**config.mk**
```make
export PLATFORM = sky130hd
export DESIGN_NAME = vred_seq_ctrl
export DESIGN_NICKNAME = d
export VERILOG_FILES = /design/src/rtl/vred_pkg.sv /design/src/rtl/vred_tag_pipe.sv /design/src/rtl/vred_seq_ctrl.sv
export SDC_FILE = /design/constraint.sdc
export NUM_CORES = 1
export LEC_CHECK = 0
export ABC_AREA = 1
export CAP_MARGIN = 30
export CELL_PAD_IN_SITES_DETAIL_PLACEMENT = 1
export CELL_PAD_IN_SITES_GLOBAL_PLACEMENT = 2
export CORE_ASPECT_RATIO = 1.1
export CORE_MARGIN = 5
export CORE_UTILIZATION = 25
export DETAILED_ROUTE_END_ITERATION = 8
export GPL_TIMING_DRIVEN = 0
export HOLD_SLACK_MARGIN = 0.15
export PLACE_DENSITY = 0.76
export SETUP_SLACK_MARGIN = 0.4
export SLEW_MARGIN = 20
export SYNTH_ARGS = -nofsm -noshare
export SYNTH_HDL_FRONTEND = slang
export SYNTH_HIERARCHICAL = 1
export SYNTH_SLANG_ARGS = --single-unit
```
**constraint.sdc**
```tcl
create_clock -name clk -period 2.7 [get_ports clk]
set_input_delay 0.675 -clock clk [delete_from_list [all_inputs] [get_ports clk]]
set_output_delay 0.675 -clock clk [all_outputs]
set_load 0.05 [all_outputs]
```
**src/rtl/vred_pkg.sv**
```systemverilog
// Shared types and constants for the vector reduction sequencer.
package vred_pkg;

    // Cycles from issuing a pair to the reduction unit until red_result is valid.
    localparam int RED_LATENCY_DEF = 2;

    // Operation select codes: bit1 = min/max family, bit0 = max.
    localparam logic [1:0] OP_SUM = 2'b00;
    localparam logic [1:0] OP_MIN = 2'b10;
    localparam logic [1:0] OP_MAX = 2'b11;

    typedef enum logic [2:0] {
        IDLE    = 3'd0,
        STREAM  = 3'd1,
        DRAIN   = 3'd2,
        COMBINE = 3'd3,
        WAIT    = 3'd4,
        DONE    = 3'd5
    } state_t;

    typedef enum logic {
        LANE_A = 1'b0,
        LANE_B = 1'b1
    } lane_t;

    function automatic lane_t other_lane(input lane_t l);
        return (l == LANE_A) ? LANE_B : LANE_A;
    endfunction

endpackage

```
**src/rtl/vred_tag_pipe.sv**
```systemverilog
// Tracks which accumulator lane each in-flight unit operation belongs to.
// A tag pushed in the issue cycle pops out exactly DEPTH cycles later,
// aligned with the unit's red_result.
module vred_tag_pipe
    import vred_pkg::*;
#(
    parameter int DEPTH = RED_LATENCY_DEF
) (
    input  logic  clk,
    input  logic  rst,
    input  logic  push_valid,
    input  lane_t push_lane,
    output logic  ret_valid,
    output lane_t ret_lane,
    output logic  empty
);

    logic [DEPTH-1:0] vld_q;
    lane_t            lane_q [DEPTH];

    // Shift tags one stage per cycle; reset drops everything in flight.
    always_ff @(posedge clk) begin
        if (rst) begin
            vld_q <= '0;
            for (int i = 0; i < DEPTH; i++) lane_q[i] <= LANE_A;
        end else begin
            vld_q[0]  <= push_valid;
            lane_q[0] <= push_lane;
            for (int i = 1; i < DEPTH; i++) begin
                vld_q[i]  <= vld_q[i-1];
                lane_q[i] <= lane_q[i-1];
            end
        end
    end

    assign ret_valid = vld_q[DEPTH-1];
    assign ret_lane  = lane_q[DEPTH-1];
    assign empty     = ~|vld_q;

endmodule

```
**src/rtl/vred_seq_ctrl.sv**
```systemverilog
// Sequencer that folds a streamed vector into one scalar using an external
// pipelined pairwise reduction unit. Two interleaved accumulator lanes hide
// the unit latency so one element can be accepted every cycle; a final
// combine pass merges the lanes.
//
// Handshakes (start, elem, res) are valid/ready: a beat transfers on a rising
// edge where both valid and ready are high; the sender holds payload stable
// while valid is high and ready is low.
module vred_seq_ctrl
    import vred_pkg::*;
#(
    parameter int DATA_WIDTH  = 32,
    parameter int VL_WIDTH    = 8,
    parameter int RED_LATENCY = RED_LATENCY_DEF
) (
    input  logic                    clk,
    input  logic                    rst,
    input  logic                    start_valid,
    output logic                    start_ready,
    input  logic [VL_WIDTH-1:0]     start_vl,
    input  logic [1:0]              start_sew,
    input  logic [1:0]              start_opsel,
    input  logic [DATA_WIDTH-1:0]   start_scalar,
    input  logic                    elem_valid,
    output logic                    elem_ready,
    input  logic [DATA_WIDTH-1:0]   elem_data,
    input  logic                    elem_mask,
    output logic [2*DATA_WIDTH-1:0] red_vec,
    output logic                    red_en,
    output logic [1:0]              red_sew,
    output logic [1:0]              red_opsel,
    input  logic [DATA_WIDTH-1:0]   red_result,
    output logic                    res_valid,
    input  logic                    res_ready,
    output logic [DATA_WIDTH-1:0]   res_data,
    output logic                    busy,
    output state_t                  dbg_state
);

    state_t                state_q;
    logic [VL_WIDTH-1:0]   vl_q;
    logic [VL_WIDTH-1:0]   cnt_q;
    logic [1:0]            sew_q;
    logic [1:0]            opsel_q;
    lane_t                 lane_q;
    logic [DATA_WIDTH-1:0] acc_a_q;
    logic [DATA_WIDTH-1:0] acc_b_q;
    // Lane B holds (or has in flight) a value once its first element is loaded.
    logic                  acc_b_vld_q;
    logic [DATA_WIDTH-1:0] res_data_q;
    logic                  res_valid_q;

    logic                  consume;
    logic                  push_valid;
    lane_t                 push_lane;
    logic                  ret_valid;
    lane_t                 ret_lane;
    logic                  tp_empty;
    logic [DATA_WIDTH-1:0] acc_src;

    vred_tag_pipe #(.DEPTH(RED_LATENCY)) u_tag_pipe (
        .clk        (clk),
        .rst        (rst),
        .push_valid (push_valid),
        .push_lane  (push_lane),
        .ret_valid  (ret_valid),
        .ret_lane   (ret_lane),
        .empty      (tp_empty)
    );

    assign start_ready = (state_q == IDLE);
    assign elem_ready  = (state_q == STREAM) && (cnt_q < vl_q);
    assign consume     = elem_valid && elem_ready;
    assign busy        = (state_q != IDLE);
    assign res_valid   = res_valid_q;
    assign res_data    = res_data_q;
    assign red_sew     = sew_q;
    assign red_opsel   = opsel_q;
    assign dbg_state   = state_q;

    // Issue mux: pick the pair for this cycle, bypassing a same-lane result
    // that lands this cycle so back-to-back elements never see a stale acc.
    always_comb begin
        push_valid = 1'b0;
        push_lane  = LANE_A;
        red_vec    = '0;
        red_en     = 1'b0;
        acc_src    = (lane_q == LANE_A) ? acc_a_q : acc_b_q;
        if (ret_valid && (ret_lane == lane_q)) acc_src = red_result;
        if (consume && elem_mask) begin
            push_valid = 1'b1;
            push_lane  = lane_q;
            if ((lane_q == LANE_B) && !acc_b_vld_q) begin
                red_vec = {{DATA_WIDTH{1'b0}}, elem_data};
            end else begin
                red_vec = {elem_data, acc_src};
                red_en  = 1'b1;
            end
        end else if (state_q == COMBINE) begin
            push_valid = 1'b1;
            push_lane  = LANE_A;
            red_vec    = {acc_b_q, acc_a_q};
            red_en     = 1'b1;
        end
    end

    // Control FSM with accumulator and result registers.
    always_ff @(posedge clk) begin
        if (rst) begin
            state_q     <= IDLE;
            vl_q        <= '0;
            cnt_q       <= '0;
            sew_q       <= '0;
            opsel_q     <= '0;
            lane_q      <= LANE_A;
            acc_a_q     <= '0;
            acc_b_q     <= '0;
            acc_b_vld_q <= 1'b0;
            res_data_q  <= '0;
            res_valid_q <= 1'b0;
        end else begin
            if (ret_valid) begin
                if (ret_lane == LANE_A) begin
                    acc_a_q <= red_result;
                end else begin
                    acc_b_q     <= red_result;
                    acc_b_vld_q <= 1'b1;
                end
            end
            case (state_q)
                IDLE: begin
                    if (start_valid) begin
                        vl_q        <= start_vl;
                        sew_q       <= start_sew;
                        opsel_q     <= start_opsel;
                        acc_a_q     <= start_scalar;
                        acc_b_q     <= '0;
                        acc_b_vld_q <= 1'b0;
                        cnt_q       <= '0;
                        lane_q      <= LANE_A;
                        if (start_vl == '0) begin
                            res_data_q  <= start_scalar;
                            res_valid_q <= 1'b1;
                            state_q     <= DONE;
                        end else begin
                            state_q <= STREAM;
                        end
                    end
                end
                STREAM: begin
                    if (consume) begin
                        cnt_q <= cnt_q + VL_WIDTH'(1);
                        if (elem_mask) begin
                            lane_q <= other_lane(lane_q);
                            if (lane_q == LANE_B) acc_b_vld_q <= 1'b1;
                        end
                        if ((cnt_q + VL_WIDTH'(1)) == vl_q) state_q <= DRAIN;
                    end
                end
                DRAIN: begin
                    if (tp_empty) begin
                        if (!acc_b_vld_q) begin
                            res_data_q  <= acc_a_q;
                            res_valid_q <= 1'b1;
                            state_q     <= DONE;
                        end else begin
                            state_q <= COMBINE;
                        end
                    end
                end
                COMBINE: begin
                    state_q <= WAIT;
                end
                WAIT: begin
                    if (ret_valid) begin
                        res_data_q  <= red_result;
                        res_valid_q <= 1'b1;
                        state_q     <= DONE;
                    end
                end
                DONE: begin
                    if (res_ready) begin
                        res_valid_q <= 1'b0;
                        state_q     <= IDLE;
                    end
                end
                default: state_q <= IDLE;
            endcase
        end
    end

endmodule
```
==> flow_summary.json <==
{
  "port_buffers": 221,
  "htree_num_levels": 4,
  "ir_worst_vdd_v": 0.0005427,
  "clock-sinks": 126,
  "post-route-period-util_pct": 114.9,
  "gp_congestion": 0.8670,
  "synth-compound-area-share_pct": 26.76,
  "min_period_ns": 3.103,
  "grt_setup_unrepaired": "true",
  "totalWireLength_mm": 41.36,
  "status": "finished with violations",
  "drv_slew": 0,
  "ys_warn_count": 6,
  "via_per_inst": 5.033,
  "ctsLongestPathBuffers": 2,
  "ys_types": 38,
  "holdCritStartpoint": "u_tag_pipe/lane_q[0][0]",
  "synthXorXnorAreaFrac_pct": 0,
  "synth_top_family_by_area": "simple AND/OR/NAND/NOR gates",
  "ios": 222,
  "maxCapViolCount": 0,
  "synth.mux.area_fraction_pct": 0,
  "postLayoutCoreUtil_pct": 42.21,
  "setup_slack_ns": -0.4029,
  "die-width_um": 178.9,
  "fin_nets": 1624,
  "grt-ovfl-total": 0,
  "r2r_cells": 26,
  "wire_per_inst_um": 21.39,
  "drtPass1Iterations": 4,
  "grt_use_total_pct": 22.71,
  "crit_fanout": 7,
  "cts-buffers-inserted": 17,
  "final_hold_viol_count": 0,
  "min_path_type": "register to register",
  "synth_ff_type": "dfxtp_1",
  "yosysTopAreaCellShare_pct": 32.15,
  "yosysSeqAreaShare_pct": 32.15,
  "drive_gt1_share_pct": 24.11,
  "reg2reg_slack_ns": -0.34,
  "first_iter_violations": 536,
  "ys_async_sr_fraction_pct": 0,
  "synthTopCellsByCount": "242 x nand2_1, 136 x o21ai_0, 126 x dfxtp_1",
  "holdPathEnd": "u_tag_pipe/lane_q[0][1]",
  "area_growth_pct": 68.01,
  "synth_top_area_cell": "dfxtp_1",
  "cp-start-kind": "register",
  "synth_simple_gate_area_share_pct": 28.72,
  "setup_viol": 68,
  "worst_pin_slew_ns": 0.7263,
  "place_hpwl_mm": 31.75,
  "synth-seq-cells": 126,
  "max_freq_ghz": 0.3223,
  "syn_avg_cell_area_um2": 6.446,
  "antenna_cells": 0,
  "syn_area_um2": 7845,
  "maxSlewHeadroom_pct": 51.58,
  "insertion_delay_ns": 0.43,
  "grt_pass1_vias": 10230,
  "die_y_um": 195.8,
  "skew_ns": 0.01489,
  "reg2reg_to": "dbg_state[2]",
  "violations": "negative setup slack",
  "crit_arrival_ns": 2.43,
  "rr_startpoint": "vl_q[5]",
  "p_leak_nw": 5.090,
  "grt_pass1_wl_mm": 61.20,
  "synth_nets": 1340,
  "cts_tree": "done",
  "p_total_mw": 11.38,
  "via_count": 9733,
  "synth-edff-count": 0,
  "clock-root-buffer": "clkbuf_16",
  "rows": 68,
  "ant_nets": 0,
  "die_area_um2": 35030,
  "syn_inst": 1217,
  "synth_adder_area_share_pct": 1.435,
  "antenna_found_initial": 2,
  "coreArea_um2": 31220,
  "crit_path_end_kind": "primary output",
  "drc": 0,
  "path_class": "register to primary output",
  "synth_area_leaders": "dfxtp_1 32%, nand2_1 12%, o21ai_0 8.7%",
  "whs_path_depth": 2,
  "synth_most_common_cell": "nand2_1",
  "grt_max_degree": 17,
  "power_density_nw_per_um2": 863.2,
  "worstPathRequired_ns": 2.03,
  "clkSlewWorstSetupHoldPaths_ns": 0.06,
  "hold_buffers": 0,
  "start_util_pct": 25.12
}
==> logic make-up after synthesis <==
| kind of cell | after synthesis |
|---|---|
| simple gates | 508 |
| compound gates | 360 |
| buf+inv | 214 |
| flops | 126 |
| fa+ha+maj | 9 |
==> critical path, stage by stage (launching register included) <==
cell     delay (ns)
dfxtp_2        0.35
inv_2          0.06
ha_4           0.21
a21oi_2        0.13
o21ai_2        0.08
nor2_4         0.10
nand3_4        0.10
nor2_4         0.13
buf_12         0.15
inv_12         0.06
buf_16         0.14
a21oi_4        0.12
o21ai_2        0.09
o21ai_4        0.09
buf_6          0.17
==> flip-flops by register name (all words and copies together) (netlist names) <==
name and count:
u_tag_pipe/lane_q 2, red_sew 2, dbg_state 3, red_opsel 2
acc_a_q 32, cnt_q 8, acc_b_q 32, vl_q 8
res_data 32, u_tag_pipe/vld_q 2, lane_q 1, res_valid 1
acc_b_vld_q 1
==> per-stage QoR <==
step | setup WS (ns) | std cells | hold WS, ns | area (µm²) | setup TNS [ns]
3_3_place_gp | -1.141 | 1858 | 0.3984 | 11390 | -68.58
5_1_grt | -0.4741 | 1934 | 0.4257 | 13180 | -27.96
3_5_place_dp | -1.180 | 1858 | 0.4003 | 11390 | -69.74
2_1_floorplan | 0.1184 | 1217 | 0.3883 | 8657 | 0
6_report | -0.4029 | 1934 | 0.4094 | 13180 | -22.31
4_1_cts | -0.4001 | 1924 | 0.4071 | 12590 | -23.37
==> final cells by class <==
type,count,area [µm²]
sequential,126,2555
timing repair buffer,265,2840
tap,420,525.5
inverter,118,461.7
fill,3819,18040
clock buffer,23,467.9
clock inverter,9,112.6
multi-input combinational,877,5633
buffer,96,584.3
==> worst max-delay path by stage <==
stage	from	to	slack, ns	cells past startpoint
finish	vl_q[5]	red_vec[28]	-0.40	14
global placement	elem_valid	red_vec[7]	-1.14	9
global route	vl_q[5]	red_vec[19]	-0.47	14
detailed placement	u_tag_pipe/vld_q[1]	red_vec[2]	-1.18	9
CTS	cnt_q[5]	red_vec[29]	-0.40	13
floorplan	dbg_state[0]	red_vec[0]	0.12	11
==> placed cells by master (no fill, tap or decap), types with 7 or more instances in the layout <==
| cell type | instances |
|---|---|
| clkdlybuf4s50_1 | 126 |
| nand3b_1 | 32 |
| clkbuf_1 | 53 |
| nand2_4 | 28 |
| buf_2 | 7 |
| o21ai_2 | 14 |
| nand3_1 | 91 |
| dlygate4sd2_1 | 14 |
| a211oi_1 | 32 |
| buf_6 | 53 |
| o21ai_4 | 22 |
| clkbuf_16 | 21 |
| buf_8 | 27 |
| o22ai_4 | 19 |
| inv_1 | 105 |
| o21ai_1 | 27 |
| clkbuf_4 | 7 |
| nor2_1 | 103 |
| nand2_1 | 207 |
| dfxtp_1 | 110 |
| buf_4 | 35 |
| nand2_2 | 10 |
| dfxtp_2 | 11 |
| inv_2 | 9 |
| o211ai_1 | 23 |
| o21ai_0 | 85 |
| a21oi_2 | 9 |
| a21oi_1 | 86 |
| clkbuf_2 | 18 |
| dlymetal6s2s_1 | 13 |
| nand3_2 | 13 |
| nand3_4 | 11 |
| o221ai_1 | 32 |
==> metal layers <==
layer,part of all wire [%],vias up,global-route usage [%]
li1,-,4721,-
met1,43,4765,28.45
met2,51,207,41.11
met3,3.8,36,2.929
met4,1.5,4,5.175
met5,0.082,-,0
==> power breakdown <==
part	leakage [nW]	switching, mW	internal, mW	total, mW
Sequential	1.04	0.254	2.28	2.53
Combinational	3.78	4.29	2.25	6.54
Clock	0.270	0.893	1.41	2.30
Total	5.09	5.44	5.94	11.4
==> repair_timing <==
item                                    4_1_cts  5_1_grt
resized for setup                           583      163
buffers inserted                             33        8
cloned                                        1        2
endpoints found under the setup margin       93      164
pin swaps                                    24       35
hold endpoints to repair                      0        0
Note: power is estimated with default switching activity, not from simulation.
